--- src/rtl/decoder_hold_n.sv ---
// Registered N-to-2^N one-hot decoder with a valid/ready input and a fixed HOLD-cycle output pulse.
// Define DECODER_ACTIVE_LOW_EN to make `out_o` active-low (idle all-ones, selected line 0).
module decoder_hold_n #(
    parameter int N    = 2,
    parameter int HOLD = 4
) (
    input  logic              clk_i,
    input  logic              rst_i,
    input  logic              en_i,
    input  logic              in_valid_i,
    input  logic [N-1:0]      in_i,
    output logic              in_ready_o,
    output logic [(1<<N)-1:0] out_o,
    output logic              busy_o,
    output logic              done_o
);

    localparam int W  = 1 << N;
    localparam int CW = (HOLD > 1) ? $clog2(HOLD) : 1;

`ifdef DECODER_ACTIVE_LOW_EN
    localparam logic [W-1:0] IDLE_VAL = '1;
`else
    localparam logic [W-1:0] IDLE_VAL = '0;
`endif

    // state | meaning
    // S_IDLE | output released, may accept a code when enabled
    // S_HOLD | one line driven, counting down the remaining hold cycles
    typedef enum logic {S_IDLE, S_HOLD} state_t;

    state_t         state_q;
    logic [W-1:0]   out_q;
    logic [CW-1:0]  cnt_q;
    logic           busy_q;
    logic           done_q;
    logic [W-1:0]   onehot;

    assign onehot     = W'(1) << in_i;
    assign in_ready_o = en_i && (state_q == S_IDLE);
    assign out_o      = out_q;
    assign busy_o     = busy_q;
    assign done_o     = done_q;

    always_ff @(posedge clk_i or posedge rst_i) begin
        if (rst_i) begin
            state_q <= S_IDLE;
            out_q   <= IDLE_VAL;
            cnt_q   <= '0;
            busy_q  <= 1'b0;
            done_q  <= 1'b0;
        end else begin
            done_q <= 1'b0;
            case (state_q)
                S_IDLE: begin
                    if (in_valid_i && in_ready_o) begin
                        out_q   <= IDLE_VAL ^ onehot;
                        cnt_q   <= CW'(HOLD - 1);
                        busy_q  <= 1'b1;
                        state_q <= S_HOLD;
                    end
                end
                S_HOLD: begin
                    // Losing enable aborts the pulse and wins over normal completion.
                    if (!en_i) begin
                        out_q   <= IDLE_VAL;
                        busy_q  <= 1'b0;
                        state_q <= S_IDLE;
                    end else if (cnt_q == '0) begin
                        out_q   <= IDLE_VAL;
                        busy_q  <= 1'b0;
                        done_q  <= 1'b1;
                        state_q <= S_IDLE;
                    end else begin
                        cnt_q <= cnt_q - 1'b1;
                    end
                end
                default: begin
                    out_q   <= IDLE_VAL;
                    busy_q  <= 1'b0;
                    state_q <= S_IDLE;
                end
            endcase
        end
    end

endmodule

--- config.mk ---
export PLATFORM = sky130hd
export DESIGN_NAME = decoder_hold_n
export DESIGN_NICKNAME = d
export VERILOG_FILES = /design/src/rtl/decoder_hold_n.sv
export SDC_FILE = /design/constraint.sdc
export NUM_CORES = 1
export LEC_CHECK = 0
export BUFFER_PORTS_ARGS = -buffer_cell sky130_fd_sc_hd__clkbuf_2
export CAP_MARGIN = 25
export CORE_MARGIN = 2
export CORE_UTILIZATION = 25
export DETAILED_ROUTE_END_ITERATION = 10
export PLACE_DENSITY = 0.41
export SLEW_MARGIN = 40
export SYNTH_ARGS = -nofsm -noshare
export SYNTH_HDL_FRONTEND = slang
export SYNTH_SLANG_ARGS = --single-unit
--- constraint.sdc ---
create_clock -name clk_i -period 2 [get_ports clk_i]
set_input_delay 0.4 -clock clk_i [delete_from_list [all_inputs] [get_ports clk_i]]
set_output_delay 0.4 -clock clk_i [all_outputs]
set_load 0.01 [all_outputs]
Yosys cells after proc, flatten, opt, wreduce, memory -nomap -nowiden
Cells that the tools add are included.
{"block": "word_totals", "register_bits": 9, "in_bits": 6, "wordCells": 36}
{"block": "classes", "add_sub_neg": 1, "n_eq_ne": 4, "shift": 1, "muxes": 19, "n_bitwise": 1, "n_reduce_logical": 5}
{"cell": "two-way mux 4 bit", "n": 3}
{"cell": "two-way mux 1 bit", "n": 9}
{"cell": "case mux 4 bit (2 select lines)", "n": 1}
{"cell": "two-way mux 2 bit", "n": 3}
{"cell": "!= test 2 bit, second input constant", "n": 2}
{"cell": "case mux 1 bit (2 select lines)", "n": 2}
{"cell": "case mux 2 bit (2 select lines)", "n": 1}
{"cell": "<< shifter 1 x 2 -> 4 bit, first input constant", "n": 1}
{"cell": "!= test 3 x 2 -> 1 bit, second input constant", "n": 1}
{"cell": "AND reduction 3 bit", "n": 1}
{"cell": "logical AND 1 bit", "n": 2}
{"cell": "logical NOT 2 bit", "n": 1}
{"cell": "!= test 2 x 1 -> 1 bit, second input constant", "n": 1}
{"cell": "AND reduction 2 bit", "n": 1}
{"cell": "subtractor 2 x 1 -> 2 bit, second input constant", "n": 1}
{"cell": "inverter 1 bit", "n": 1}

Longest topological paths before layout
Gate-level depths: netlist of run 1.
{"block": "logic_depth", "word_depth": 5, "depth_mapped": 5, "depth_no_buf": 5}

Least setup slack after synthesis of run 1
No wires, ideal clock.
{"block": "synth_path", "path_type": "register -> register", "start": "register cnt_q[0]", "end": "register cnt_q[0]", "setup_ns": 0.077, "arrival_ns": 1.107, "required_time_ns": 1.923, "slack_ns": 0.816, "path_stages_with_launch": 6, "synth_period_minus_slack_ns": 1.184, "path_cell_list": "dfrtp_1 inv_1 ha_1 nor2b_2 mux2_2 a21oi_1"}
{"block": "synth_via", "elab_chain_cells": 4, "word_cells_on_any_way": 7}
{"element": "start, declared", "line": "34", "text": "logic [CW-1:0] cnt_q;"}
{"element": "start signal, assigned", "line": "58", "text": "cnt_q <= CW'(HOLD - 1);"}
{"element": "start signal, assigned", "line": "75", "text": "cnt_q <= cnt_q - 1'b1;"}
{"element": "subtractor 2 x 1 -> 2 bit", "line": "75"}
{"element": "two-way mux 2 bit", "line": "69", "text": "end else if (cnt_q == '0) begin"}
{"element": "two-way mux 2 bit", "line": "65", "text": "if (!en_i) begin"}
{"element": "case mux 2 bit (2 select lines)", "line": "54", "text": "case (state_q)"}
Parallel ways exist; a longest one is shown, timed or not. The select of a mux whose other input is x is not followed.
A chain may end at the register's enable or synchronous reset.

Worst setup path after layout of run 1
{"block": "layout_path", "start": "register state_q", "end": "output in_ready_o"}
{"block": "layout_via", "elab_chain_cells": 2}
{"element": "start, declared", "line": "32", "text": "state_t state_q;"}
{"element": "start signal, assigned", "line": "47", "text": "state_q <= S_IDLE;"}
{"element": "start signal, assigned", "line": "60", "text": "state_q <= S_HOLD;"}
{"element": "start signal, assigned", "line": "68", "text": "state_q <= S_IDLE;"}
{"element": "inverter 1 bit"}
{"element": "logical AND 1 bit", "line": "40", "text": "assign in_ready_o = en_i && (state_q == S_IDLE);"}
{"element": "end, declared", "line": "12", "text": "output logic in_ready_o,"}
No other way between the ends.

==> run metrics, run 1 <==
fmax 0.6582 GHz; GR Util met1 12.41%; Fin. Hold Viols 0; setup repair bufs after CTS 0; post-synthesis mux area share 8.707%; Tmin final 1519 ps; vias in the first global route 291; detailed-route via count 367; Worst setup SP type register; Synth top cells by count dfrtp_1, a21oi_1, inv_1; final worst path period share 75.96%; DP HPWL 650.2 um; drt via density 4.124; Clock transition at path regs 60 ps; routed len/inst 9.494 um; Port Buf Inserts 12; clk sinks 9; Max FO, Critical Path 16; Final setup viols 0; Compound-Gate Fraction of Synth Area 14.51%; Sequential Power Share 49.1%; placed instance count 85; ant diodes 0; Syn Inst Count 51; P per Cell Area 823.7 nW/um^2; Comb pwr share 22.7%; Pwr Total 0.4751 mW; Most Crowded Layer GR met1; TritonCTS clock tree built; GR Util met3 6.792%; hold crit path type in -> async; number of synthesis warnings 0; post-synth top area share 47.49%; status finished, final reports clean; Int Power 0.3364 mW; largest net degree at the start of global routing 17; top post-synthesis cells by area dfrtp_1, a21oi_1, mux2i_1; largest family of logic cells by synthesized area simple AND/OR/NAND/NOR gates; M2 GR Usage 11.08%; Sw Ratio 29.19%; gr ovfl total 0; Worst-Margin Slew 470.5 ps; io pins 13; fin cells 89; clk root buf clkbuf_4; Synth Area in XOR/XNOR 0%; ys flop type dfrtp_1; clock buffer depth 2; Slew Limit Fails 0; CP arrival 1120 ps; Seq/Total Area, Yosys 47.49%; Final GP Congestion 0.6840; initial antenna violation count 0; number of distinct library cells after synthesis 19; peak supply drop 0.3471 mV; Syn Std Cell Area 474.2 um^2; Hold Buf Count CTS 0; async set or reset register ratio after synthesis 100.0%; reg-to-reg slack, setup 670 ps; detailed-router iteration count before antenna repair 3; slew margin rel. 68.63%; #FFs+latches synth 9; post-route ant nets 0; row cnt 15; count leader, synth dfrtp_1; leakage power 0.2949 nW; RSZ-0062 raised after global routing false; Fin Setup TNS 0 ps; post-route setup slack 480.8 ps; Die Footprint 2261 um^2; Resized cells post-CTS 0; Post-synth EDFFs 0; first-pass GRT wire length 1352 um; clk_lat worst skew 260 ps; die span in x 47.55 um; Chip Height 47.55 um; Core Footprint 1764 um^2; Initial Util 26.88%; Post-Synth Adder-Cell Area 2.639%; Syn Area/Cell 9.298 um^2; number of remaining DRC errors 0; P&R area growth vs syn 21.64%; clock share of power 28.2%; share of layout cells above drive strength 1 28.13%; Yosys top cell by area dfrtp_1; critical path class reg -> out; TritonCTS Buffers 3; fin nets 72; CP required 1600 ps; maxcap violations 0; Worst setup EP type output pin; DRT Wirelength 845 um; Final Skew 1.916 ps; syn nets 58; H-Tree Depth 1; pre-CTS WS 667.1 ps; Total GRT Usage 8.958%; Psw 0.1387 mW; initial drt markers 6; Synth Area in Simple Gates 19.53%
==> area by class of cell <==
class                           count  area (um^2)
Inverter                            5        18.77
Clock buffer                        4        26.28
Fill cell                         197         1187
Tap cell                           25        31.28
Sequential cell                     9        225.2
Timing Repair Buffer               12        60.06
Multi-Input combinational cell     34        215.2
==> sequential cells by signal, indices dropped and copies added, names as in the netlist <==
signal	count
out_o	4
busy_o	1
state_q	1
cnt_q	2
done_o	1
==> worst paths after layout <==
kind,start,end,cells after the start
worst max-delay path,state_q,in_ready_o,2
worst min-delay path,rst_i,out_o[1],2
worst max register to register,cnt_q[0],cnt_q[0],5
worst min register to register,busy_o,busy_o,2
max in group asynchronous,rst_i,cnt_q[1],2
min in group clk_i,in_i[0],out_o[3],3
==> per-stage QoR <==
stage	hold WS (ps)	util [%]	cell area, um^2
after floorplan	227.9	-	474.2
after global placement	370.1	31.21	550.5
after detailed placement	366.5	31.21	550.5
after CTS	90.41	32.70	576.8
after global routing	100.1	32.70	576.8
final	79.02	32.70	576.8
==> kinds of logic (layout without fill, tap and decap cells) <==
family	after synthesis	in the layout
and+or+nand+nor	16	16
adders and majority gates	1	1
muxes	4	4
DFF	9	9
AOI/OAI and AO/OA	13	13
buffers and inverters	8	21
==> routing by layer <==
metal | part of all wire, % | wire, um | vias up
met1 | 51 | 432 | 152
met2 | 41 | 346 | 10
met3 | 7.0 | 59 | 2
met4 | 0.71 | 6 | 0
li1 | - | - | 203
met5 | 0 | 0 | -
==> power groups by stage <==
stage                     sequential [mW]  combinational (mW)  clock (mW)
final                               0.233               0.108       0.134
after global routing                0.239               0.126       0.156
after CTS                           0.233               0.111       0.140
after detailed placement            0.237               0.111           0
after global placement              0.237               0.111           0
after floorplan                     0.233              0.0792           0
==> cells in the final DEF (no fill, tap or decap), drive strengths merged <==
master  Yosys  routed
a21oi       7       7
and2        1       1
and3        1       1
and4b       2       2
clkbuf      0      16
dfrtp       9       9
ha          1       1
inv         5       5
mux2        1       1
mux2i       3       3
nand2       3       3
nand3       3       3
nand4       1       1
nor2        3       3
nor2b       2       2
o21a        1       1
o21ai       4       4
o22ai       1       1
==> critical path, stage by stage, from the launching register on <==
cell and delay, ps:
dfrtp_1 550, nor2b_1 170, clkbuf_2 140
Note: power is estimated with default switching activity, not from simulation.
==> inputs of run 2 (changes only) <==
Settings changed: ABC_AREA from default to 1, PLACE_DENSITY 0.41 to 0.43.
Clock period 2 ns to 1.2 ns, I/O delays scaled along.
==> run 2 against run 1 <==
- wire length rose by 3.3%
- core utilization grew 3.4 points
- worst setup slack lost 440 ps
- clock skew grew 0.71 ps
- register-to-register slack got worse by 590 ps
- die area shrank 8.5%
- critical path depth is the same
- sequential power increased by 76%
- critical path type unchanged
- largest cell class unchanged
==> run metrics, run 2 <==
Seq/Total Area, Yosys 52.33% (+4.8 points); P&R area growth vs syn 30.81%; commonest non-fill, non-tap cell in the layout nor2_1; Die Footprint 2069 um^2 (-8.5%); ys flop type dfrtp_1; clk sinks 9 (unchanged); Core Footprint 1559 um^2 (-12%); row cnt 14 (-1); Final Skew 2.621 ps (+0.7054 ps); CP Depth 2 (unchanged); Max FO, Critical Path 6 (-10); clk root buf clkbuf_4; final core utilization 36.12% (+3.4 points); Initial Util 27.61% (+0.73 points); drt via density 4.230 (+2.6%); Synth top cells by count nor2_1, nand2_1, dfrtp_1; Largest register FFs 4 (unchanged); clk_lat worst skew 260 ps (about the same); post-route ant nets 0 (unchanged); Yosys top cell by area dfrtp_1; leakage power 0.3183 nW (+8.0%); largest net degree at the start of global routing 10 (-7); hold crit path type in -> reg; Syn Area/Cell 8.121 um^2 (-13%); status finished, final reports clean; placed instance count 81 (-4.7%); Final GP Congestion 0.7502 (+9.7%); RSZ-0062 raised after global routing true; initial drt markers 4 (-2); Clock transition at path regs 60 ps (about the same); Chip Height 45.49 um (-4.3%); critical path class reg -> out; async set or reset register ratio after synthesis 100.0% (unchanged); #FFs+latches synth 9 (unchanged); fin nets 79 (+9.7%); Crit path largest cell delay 440 ps (-110 ps); detailed-route via count 368 (+0.27%); TritonCTS clock tree built; number of remaining DRC errors 0 (unchanged); Top Family by Delay on Critical Path flip-flops; H-Tree Depth 1 (unchanged); P per Cell Area 1641 nW/um^2 (+99%); share of layout cells above drive strength 1 33.80% (+5.7 points); TritonCTS Buffers 3 (unchanged); reg2reg path depth 7 (+2); DRT Wirelength 873 um (+3.3%); maxcap violations 0 (unchanged); die span in x 45.49 um (-4.3%); initial antenna violation count 0 (unchanged); number of synthesis warnings 0 (unchanged); Syn Std Cell Area 430.4 um^2 (-9.2%); Worst-Margin Slew 370.1 ps (-100.4 ps); routed len/inst 10.03 um (+5.7%); CP arrival 920 ps (-200 ps); syn nets 60 (+3.4%); vias in the first global route 363 (+25%); count leader, synth nor2_1; Total GRT Usage 10.80% (+1.8 points); slowest CP cell dfrtp_2; gr ovfl total 0 (unchanged); final worst path period share 96.60%; Worst setup SP type register; CP required 960 ps (-640 ps); top post-synthesis cells by area dfrtp_1, nor2_1, nand2_1; io pins 13 (unchanged); CP Buf/Inv Count 1 (unchanged); hold path depth 4; fin cells 87 (-2.2%); fmax 0.8627 GHz; Worst setup EP type output pin; Final setup viols 0 (unchanged); Fin. Hold Viols 0 (unchanged); Slew Limit Fails 0 (unchanged); post-synth top area share 52.33% (+4.8 points); first-pass GRT wire length 1483 um (+9.7%); DP HPWL 652.9 um (+0.42%); hold slack 259.1 ps (+180.0 ps); pre-CTS WS 7.191 ps (-659.9 ps); Tmin final 1159 ps; detailed-router iteration count before antenna repair 3 (unchanged); Syn Inst Count 53 (+3.9%); crit path cell chain nor2_1, buf_2; slew margin rel. 75.30% (+6.7 points); Post-synth EDFFs 0 (unchanged); post-route setup slack 40.81 ps (-440.0 ps); peak supply drop 0.8635 mV (+150%); number of distinct library cells after synthesis 12 (-7); commonest cells after routing, fill and taps aside nor2_1, clkbuf_2, nand2_1; ant diodes 0 (unchanged); Port Buf Inserts 12 (unchanged); clock buffer depth 2 (unchanged)
## run 2: cell types whose count changed in the layout (fill, tap and decap cells not counted), moves of 3 or more
cell and delta:
inv_1 +3, o21ai_1 -4, nor2_1 +9, nand2_1 +7
a21oi_1 -7, o21ai_0 +5, mux2i_1 -3
## run 2: through the flow
| step | area, um^2 | total power, mW | setup TNS, ps |
|---|---|---|---|
| after floorplan | 430.4 | 0.5901 | 0 |
| after global placement | 510.5 | 0.6714 | 0 |
| after detailed placement | 510.5 | 0.6753 | 0 |
| after CTS | 550.5 | 0.9309 | 0 |
| after global routing | 563.0 | 1.015 | -15.68 |
| final | 563.0 | 0.9240 | 0 |
## run 2: power breakdown
group          switching [mW]  leakage, nW  internal [mW]
clock network           0.111       0.0150          0.129
logic                   0.163        0.192          0.111
registers              0.0369        0.111          0.374
total                   0.310        0.318          0.614
## run 2: worst paths after layout
kind | start | to | slack [ps]
worst max-delay path | state_q | in_ready_o | 40
worst min-delay path | in_i[1] | out_o[1] | 260
worst max register to register | cnt_q[0] | cnt_q[1] | 80
worst min register to register | busy_o | busy_o | 500
max in group asynchronous | rst_i | state_q | 440
min in group asynchronous | rst_i | busy_o | 470
## run 2: layout make-up
class	instances	area, um^2
Fill cell	171	996.0
Sequential cell	9	226.5
Multi-Input combinational cell	36	182.7
Timing Repair Buffer	14	77.57
Inverter	8	30.03
Clock buffer	4	26.28
Tap cell	16	20.02
## run 2: timing repair
action / 4_1_cts / 5_1_grt
hold endpoints to repair: 9 / 0
pin swaps: 1 / 1
setup endpoints to repair: 3 / 3
resized for setup: 2 / 2
setup buffers: 0 / 1
hold buffers: 1 / 0
## run 2: kinds of logic (layout without fill, tap and decap cells)
kind of cell             count (synthesis)  in the layout  synth area share, %
adder cells (fa/ha/maj)                  1              1                2.907
buffers and inverters                    8             26                6.977
AO/OA/AOI/OAI                            6              6                7.848
flip-flops                               9              9                52.33
AND/OR/NAND/NOR                         29             29                29.94
## run 2: metal layers
layer | vias up | GRT usage (%) | routed length (um)
li1 | 198 | - | -
met1 | 160 | 10.49 | 393
met2 | 10 | 17.75 | 403
met3 | 0 | 7.937 | 77
met4 | 0 | 3.529 | 0
met5 | - | 0 | 0
## run 2: worst reg2reg max path, delay by kind of cell, from the launching register on
| family | cells | cell delay (ps) |
|---|---|---|
| flops | 1 | 370 |
| fa+ha+maj | 1 | 200 |
| buf+inv | 2 | 140 |
| simple gates | 4 | 300 |
